$ cat src/rtl/mdu_if.sv
// Request, divider AXI-stream and HI/LO write-port signals of the multiply/divide unit.
// The slave modport is the controller's view; master is the surrounding EX stage / divider IPs.
interface mdu_if #(
    parameter int DATA_W = 32
);
    logic                  req_valid;
    logic [1:0]            req_op;
    logic [DATA_W-1:0]     req_src1;
    logic [DATA_W-1:0]     req_src2;
    logic                  flush;
    logic                  stall;
    logic [DATA_W-1:0]     div_dividend;
    logic [DATA_W-1:0]     div_divisor;
    logic                  div_s_tvalid;
    logic                  div_s_tready;
    logic                  div_s_dout_tvalid;
    logic [2*DATA_W-1:0]   div_s_dout;
    logic                  div_u_tvalid;
    logic                  div_u_tready;
    logic                  div_u_dout_tvalid;
    logic [2*DATA_W-1:0]   div_u_dout;
    logic                  hilo_we;
    logic [DATA_W-1:0]     hi_wdata;
    logic [DATA_W-1:0]     lo_wdata;
    logic                  done;

    modport slave (
        input  req_valid, req_op, req_src1, req_src2, flush,
        input  div_s_tready, div_s_dout_tvalid, div_s_dout,
        input  div_u_tready, div_u_dout_tvalid, div_u_dout,
        output stall, div_dividend, div_divisor, div_s_tvalid, div_u_tvalid,
        output hilo_we, hi_wdata, lo_wdata, done
    );

    modport master (
        output req_valid, req_op, req_src1, req_src2, flush,
        output div_s_tready, div_s_dout_tvalid, div_s_dout,
        output div_u_tready, div_u_dout_tvalid, div_u_dout,
        input  stall, div_dividend, div_divisor, div_s_tvalid, div_u_tvalid,
        input  hilo_we, hi_wdata, lo_wdata, done
    );
endinterface

$ cat src/rtl/mdu_ctrl.sv
// Multiply/divide sequencing controller: one op in flight, drives the divider IP handshakes,
// stalls EX until HI/LO is committed, and drains cancelled divides so stale results never land.
module mdu_ctrl #(
    parameter int DATA_W = 32
) (
    input  logic  clk,
    input  logic  reset,
    mdu_if.slave  bus
);
    typedef enum logic [2:0] {IDLE, ISSUE, WAIT, DRAIN, MUL, WB} state_e;

    state_e                    state_q, state_d;
    logic [1:0]                op_q, op_d;
    logic signed [DATA_W-1:0]  src1_q, src1_d;
    logic signed [DATA_W-1:0]  src2_q, src2_d;
    logic [DATA_W-1:0]         hi_q, hi_d;
    logic [DATA_W-1:0]         lo_q, lo_d;

    logic                      s_tvalid, u_tvalid, we, done_pulse;
    logic                      sel_tready, sel_dv;
    logic [2*DATA_W-1:0]       sel_dout;
    logic signed [2*DATA_W-1:0] mul_a, mul_b, prod;

    // Sign- or zero-extend to full width so one multiplier serves mult and multu.
    assign mul_a = op_q[0] ? {{DATA_W{1'b0}}, src1_q} : {{DATA_W{src1_q[DATA_W-1]}}, src1_q};
    assign mul_b = op_q[0] ? {{DATA_W{1'b0}}, src2_q} : {{DATA_W{src2_q[DATA_W-1]}}, src2_q};
    assign prod  = mul_a * mul_b;

    assign sel_tready = op_q[0] ? bus.div_u_tready      : bus.div_s_tready;
    assign sel_dv     = op_q[0] ? bus.div_u_dout_tvalid : bus.div_s_dout_tvalid;
    assign sel_dout   = op_q[0] ? bus.div_u_dout        : bus.div_s_dout;

    always_ff @(posedge clk) begin
        if (reset) begin
            state_q <= IDLE;
            op_q    <= '0;
            src1_q  <= '0;
            src2_q  <= '0;
            hi_q    <= '0;
            lo_q    <= '0;
        end else begin
            state_q <= state_d;
            op_q    <= op_d;
            src1_q  <= src1_d;
            src2_q  <= src2_d;
            hi_q    <= hi_d;
            lo_q    <= lo_d;
        end
    end

    always_comb begin
        state_d    = state_q;
        op_d       = op_q;
        src1_d     = src1_q;
        src2_d     = src2_q;
        hi_d       = hi_q;
        lo_d       = lo_q;
        s_tvalid   = 1'b0;
        u_tvalid   = 1'b0;
        we         = 1'b0;
        done_pulse = 1'b0;
        unique case (state_q)
            IDLE: begin
                if (bus.req_valid && !bus.flush) begin
                    op_d    = bus.req_op;
                    src1_d  = bus.req_src1;
                    src2_d  = bus.req_src2;
                    state_d = bus.req_op[1] ? ISSUE : MUL;
                end
            end
            ISSUE: begin
                s_tvalid = !op_q[0];
                u_tvalid = op_q[0];
                // A transfer that completes alongside a flush still owes us a result to drain.
                if (sel_tready)    state_d = bus.flush ? DRAIN : WAIT;
                else if (bus.flush) state_d = IDLE;
            end
            WAIT: begin
                if (bus.flush) begin
                    state_d = sel_dv ? IDLE : DRAIN;
                end else if (sel_dv) begin
                    hi_d    = sel_dout[DATA_W-1:0];
                    lo_d    = sel_dout[2*DATA_W-1:DATA_W];
                    state_d = WB;
                end
            end
            DRAIN: begin
                if (sel_dv) state_d = IDLE;
            end
            MUL: begin
                if (bus.flush) begin
                    state_d = IDLE;
                end else begin
                    hi_d    = prod[2*DATA_W-1:DATA_W];
                    lo_d    = prod[DATA_W-1:0];
                    state_d = WB;
                end
            end
            WB: begin
                we         = !bus.flush;
                done_pulse = !bus.flush;
                state_d    = IDLE;
            end
            default: state_d = IDLE;
        endcase
    end

    assign bus.stall        = bus.req_valid && (state_q != WB);
    assign bus.div_dividend = src1_q;
    assign bus.div_divisor  = src2_q;
    assign bus.div_s_tvalid = s_tvalid;
    assign bus.div_u_tvalid = u_tvalid;
    assign bus.hilo_we      = we;
    assign bus.done         = done_pulse;
    assign bus.hi_wdata     = hi_q;
    assign bus.lo_wdata     = lo_q;
endmodule

$ cat src/flat_wrapper.sv
// flat-port wrapper written by rule: the top's interface ports become plain ports
module mdu_ctrl_flat 
#(
    parameter int DATA_W = 32
)
  (clk, reset, bus_req_valid, bus_req_op, bus_req_src1, bus_req_src2, bus_flush, bus_div_s_tready, bus_div_s_dout_tvalid, bus_div_s_dout, bus_div_u_tready, bus_div_u_dout_tvalid, bus_div_u_dout, bus_stall, bus_div_dividend, bus_div_divisor, bus_div_s_tvalid, bus_div_u_tvalid, bus_hilo_we, bus_hi_wdata, bus_lo_wdata, bus_done);
  mdu_if #(.DATA_W(DATA_W)) bus_i ();
  input  logic clk;
  input  logic reset;
  input wire logic [$bits(bus_i.req_valid)-1:0] bus_req_valid;
  input wire logic [$bits(bus_i.req_op)-1:0] bus_req_op;
  input wire logic [$bits(bus_i.req_src1)-1:0] bus_req_src1;
  input wire logic [$bits(bus_i.req_src2)-1:0] bus_req_src2;
  input wire logic [$bits(bus_i.flush)-1:0] bus_flush;
  input wire logic [$bits(bus_i.div_s_tready)-1:0] bus_div_s_tready;
  input wire logic [$bits(bus_i.div_s_dout_tvalid)-1:0] bus_div_s_dout_tvalid;
  input wire logic [$bits(bus_i.div_s_dout)-1:0] bus_div_s_dout;
  input wire logic [$bits(bus_i.div_u_tready)-1:0] bus_div_u_tready;
  input wire logic [$bits(bus_i.div_u_dout_tvalid)-1:0] bus_div_u_dout_tvalid;
  input wire logic [$bits(bus_i.div_u_dout)-1:0] bus_div_u_dout;
  output wire logic [$bits(bus_i.stall)-1:0] bus_stall;
  output wire logic [$bits(bus_i.div_dividend)-1:0] bus_div_dividend;
  output wire logic [$bits(bus_i.div_divisor)-1:0] bus_div_divisor;
  output wire logic [$bits(bus_i.div_s_tvalid)-1:0] bus_div_s_tvalid;
  output wire logic [$bits(bus_i.div_u_tvalid)-1:0] bus_div_u_tvalid;
  output wire logic [$bits(bus_i.hilo_we)-1:0] bus_hilo_we;
  output wire logic [$bits(bus_i.hi_wdata)-1:0] bus_hi_wdata;
  output wire logic [$bits(bus_i.lo_wdata)-1:0] bus_lo_wdata;
  output wire logic [$bits(bus_i.done)-1:0] bus_done;
  assign bus_i.req_valid = bus_req_valid;
  assign bus_i.req_op = bus_req_op;
  assign bus_i.req_src1 = bus_req_src1;
  assign bus_i.req_src2 = bus_req_src2;
  assign bus_i.flush = bus_flush;
  assign bus_i.div_s_tready = bus_div_s_tready;
  assign bus_i.div_s_dout_tvalid = bus_div_s_dout_tvalid;
  assign bus_i.div_s_dout = bus_div_s_dout;
  assign bus_i.div_u_tready = bus_div_u_tready;
  assign bus_i.div_u_dout_tvalid = bus_div_u_dout_tvalid;
  assign bus_i.div_u_dout = bus_div_u_dout;
  assign bus_stall = bus_i.stall;
  assign bus_div_dividend = bus_i.div_dividend;
  assign bus_div_divisor = bus_i.div_divisor;
  assign bus_div_s_tvalid = bus_i.div_s_tvalid;
  assign bus_div_u_tvalid = bus_i.div_u_tvalid;
  assign bus_hilo_we = bus_i.hilo_we;
  assign bus_hi_wdata = bus_i.hi_wdata;
  assign bus_lo_wdata = bus_i.lo_wdata;
  assign bus_done = bus_i.done;
  mdu_ctrl #(.DATA_W(DATA_W)) u_core (.clk(clk), .reset(reset), .bus(bus_i));
endmodule
$ cat config.mk
export PLATFORM = sky130hd
export DESIGN_NAME = mdu_ctrl_flat
export DESIGN_NICKNAME = d
export VERILOG_FILES = /design/src/rtl/mdu_if.sv /design/src/rtl/mdu_ctrl.sv /design/src/flat_wrapper.sv
export SDC_FILE = /design/constraint.sdc
export NUM_CORES = 2
export LEC_CHECK = 0
export ABC_AREA = 1
export ABC_CLOCK_PERIOD_IN_PS = 25400
export BUFFER_PORTS_ARGS = -buffer_cell sky130_fd_sc_hd__buf_2
export CORE_MARGIN = 5
export CORE_UTILIZATION = 60
export CTS_CLUSTER_SIZE = 25
export DETAILED_ROUTE_END_ITERATION = 7
export PLACE_DENSITY_LB_ADDON = 0.08
export SLEW_MARGIN = 20
export SYNTH_ARGS = -nofsm -noshare
export SYNTH_HDL_FRONTEND = slang
export SYNTH_SLANG_ARGS = --single-unit
export TNS_END_PERCENT = 5
$ cat constraint.sdc
create_clock -name clk -period 25.4 [get_ports clk]
set_input_delay 0 -clock clk [delete_from_list [all_inputs] [get_ports clk]]
set_output_delay 0 -clock clk [all_outputs]
set_load 0.02 [all_outputs]
==> out/qor.yml <==
cts.htree.levels: 4
synth-seq-cells: 132
regArea_um2: 2660
crit_arrival_ns: 10.52
netlist_instances: 6919
synth_edf_count: 0
coreArea_um2: 93000
netlist_area_um2: 56100
skew_ns: 0.0410
io_pins: 335
crit_start: "u_core.op_q[0]"
antenna_found_initial: 6
clk_pin_slew_ns: 0.11
crit_path_frequent_cell: "fa_1"
drc: 0
place_inst: 8259
rows: 112
cts_tree: "yes"
holdBufCountCts: 180
drv_slew: 0
clock_path_buffers: 2
rr_startpoint: "u_core.op_q[0]"
cts_made_buffers: 17
fin_crit_ns: 10.15
whs_endpoint: "u_core.bus.lo_wdata[8]"
areaGrowthSynthToFinish_pct: 8.96
tightest_slew_ns: 0.977
cts-root-buf: "clkbuf_16"
hold_class: "input port to flip-flop"
fin_tns_setup_ns: 0
start_kind: "flip-flop"
ys_top_cells_by_area: "fa_1 (51%), inv_1 (15%), nand2_1 (9.5%)"
switchingPower_mw: 2.61
initial_core_util_pct: 60.3
dr.pass1.iters: 7
max_freq_mhz: 98.5
power_frac_comb_pct: 87.4
p_leak_nw: 37.2
avgViaCountPerCell: 5.39
critPathCaptureType: "flip-flop"
slew-limit-headroom_pct: 34.6
die_area_um2: 99700
setup_violations: 0
synth_most_common_cell: "inv_1"
synth_ff_type: "dfxtp_1"
ir_worst_vdd_uv: 98.6
routabilityCongestion: 1.05
first_iter_violations: 4319
ys_seq_area_share_pct: 4.71
nFillCells: 8148
swShare_pct: 61.6
wl_per_cell_um: 22.4
drive_gt1_share_pct: 8.27
async_reset_ff_share_pct: 0
finalCritPeriodShare_pct: 39.9
grt_usage_pct: 39.4
syn-num-nets: 8890
power_density_nw_per_um2: 69.5
die_x_um: 316
yosysTopAreaCellShare_pct: 50.7
synth_top_cell_by_area: "fa_1"
die_h_um: 316
ff2ff_path_depth: 30
r2r_slack_ns: 15.25
ys_types: 55
p_int_mw: 1.63
rsz0062_at_grt: "false"
min_delay_path_depth: 5
dr_total_vias: 45654
grt_pass1_vias: 48863
routed_wl_mm: 190
insertion_delay_ns: 0.52
seqPwrFrac_pct: 6.1
stdcell_count: 8472
antenna_left: 0
ctsResizeCount: 0
status: "finished clean"
hold_violations: 0
crit_slowest_cell: "fa_1"
worst-path-max-fanout: 78
io_buffers: 334
layout.nets: 9175
numClockSinks: 132
critPathRequiredTime_ns: 25.78
r2r_end: "u_core.bus.hi_wdata[31]"
dp.final_hpwl_mm: 155
power_frac_clock_pct: 6.6
ys_warn_count: 0
crit_type: "flip-flop to flip-flop"
synth_common_cells: "inv_1 (2247), fa_1 (1421), nand2_1 (1421)"
drv_cap: 0
grt_pass1_wl_mm: 292
avgSynthCellArea_um2: 8.11
overflow: 0
multi_input_area_um2: 43600
cts_setup_buffers: 0
fin_util_pct: 65.7
grt_max_degree: 104
hold_path_startpoint: "bus_div_u_dout[40]"
cpPeakStageDelay_ns: 0.83
[logic make-up (layout without fill, tap and decap cells)]
family	Yosys count	after routing	share of synthesized area [%]
AND/OR/NAND/NOR	1895	1895	13.7
other	0	1	0
adder cells (fa/ha/maj)	1769	1769	58.5
multiplexers	1	1	0.0178
flip-flops	132	132	4.71
buffers and inverters	2597	2895	17.5
XOR/XNOR	51	51	0.797
AO/OA/AOI/OAI	474	474	4.80
[stage by stage]
stage,hold WS (ns),area (µm²),setup WS [ns],power [mW]
after floorplan,0.0871,56100,16.06,2.60
after global placement,0.249,58700,15.49,3.83
after detailed placement,0.257,58700,15.39,3.84
after CTS,0.0114,61100,15.31,4.20
after global routing,0.0334,61100,14.65,4.63
final,0.0286,61100,15.25,4.24
[area by class of cell]
| cell class | instances | share of cell area [%] |
|---|---|---|
| antenna | 1 | 0.00410 |
| clock inverter | 15 | 0.303 |
| inverter | 2267 | 13.9 |
| tap | 1254 | 2.57 |
| timing repair buffer | 596 | 6.69 |
| multi-input combinational | 4190 | 71.4 |
| clock buffer | 17 | 0.696 |
| sequential | 132 | 4.36 |
[critical path: cells and delay by family (launching register included)]
family                   cells  cell delay [ns]
AO/OA/AOI/OAI                7             1.13
adder cells (fa/ha/maj)     11             5.97
buffers and inverters        7             1.70
flip-flops                   1             0.62
AND/OR/NAND/NOR              5             0.53
[cell usage in the layout, fill, tap and decap left out, types with 6 or more instances in the layout]
master         netlist  layout
xor2_1              33      33
a21oi_1            136     136
xnor2_1             18      18
dfxtp_2              0      14
dlygate4sd3_1        0     180
inv_1             2247    2246
a31oi_1             53      53
nor2_1             286     285
a21o_1              10      10
o21ai_0            195     195
nand2_1           1421    1420
nand3_2             10      10
nand2_2             20      21
o21bai_1             7       7
o211ai_1            36      36
nand3b_1             6       6
or2_2               41      41
nor3_1              11      11
clkbuf_16            0      17
nor2_2              10      10
dfxtp_1            132     117
inv_2               17      17
buf_4                2      82
nand3_1             57      57
ha_1               348     348
nand2_4              9       9
fa_1              1421    1421
buf_2               23     334
[registers in the layout, summed over array words and instances, names as in the netlist]
signal and cells:
u_core.bus.div_divisor 32, u_core.bus.div_dividend 32, u_core.bus.hi_wdata 32, u_core.op_q 1, u_core.state_q 3, u_core.bus.lo_wdata 32
[power by group through the flow]
stage / Clock (mW) / Combinational (mW) / Sequential, mW
global route: 0.290 / 4.08 / 0.258
floorplan: 0 / 2.33 / 0.271
detailed placement: 0 / 3.58 / 0.260
global placement: 0 / 3.57 / 0.260
CTS: 0.282 / 3.66 / 0.255
finish: 0.279 / 3.71 / 0.257
[routing by layer]
metal | GRT usage (%) | share of wire [%] | vias to the layer above
met2 | 58.9 | 43 | 2570
li1 | - | - | 19855
met1 | 55.6 | 40 | 22776
met3 | 11.9 | 13 | 451
met4 | 13.1 | 4.0 | 2
met5 | 0 | 0.0037 | -
[worst max path at each step]
stage | slack [ns] | to | depth (start not counted)
2_1_floorplan | 16.06 | u_core.bus.hi_wdata[31] | 35
3_3_place_gp | 15.49 | u_core.bus.hi_wdata[31] | 32
3_5_place_dp | 15.39 | u_core.bus.hi_wdata[31] | 30
4_1_cts | 15.31 | u_core.bus.hi_wdata[31] | 30
5_1_grt | 14.65 | u_core.bus.hi_wdata[30] | 29
6_report | 15.25 | u_core.bus.hi_wdata[31] | 30
(Power assumes the default switching activity.)
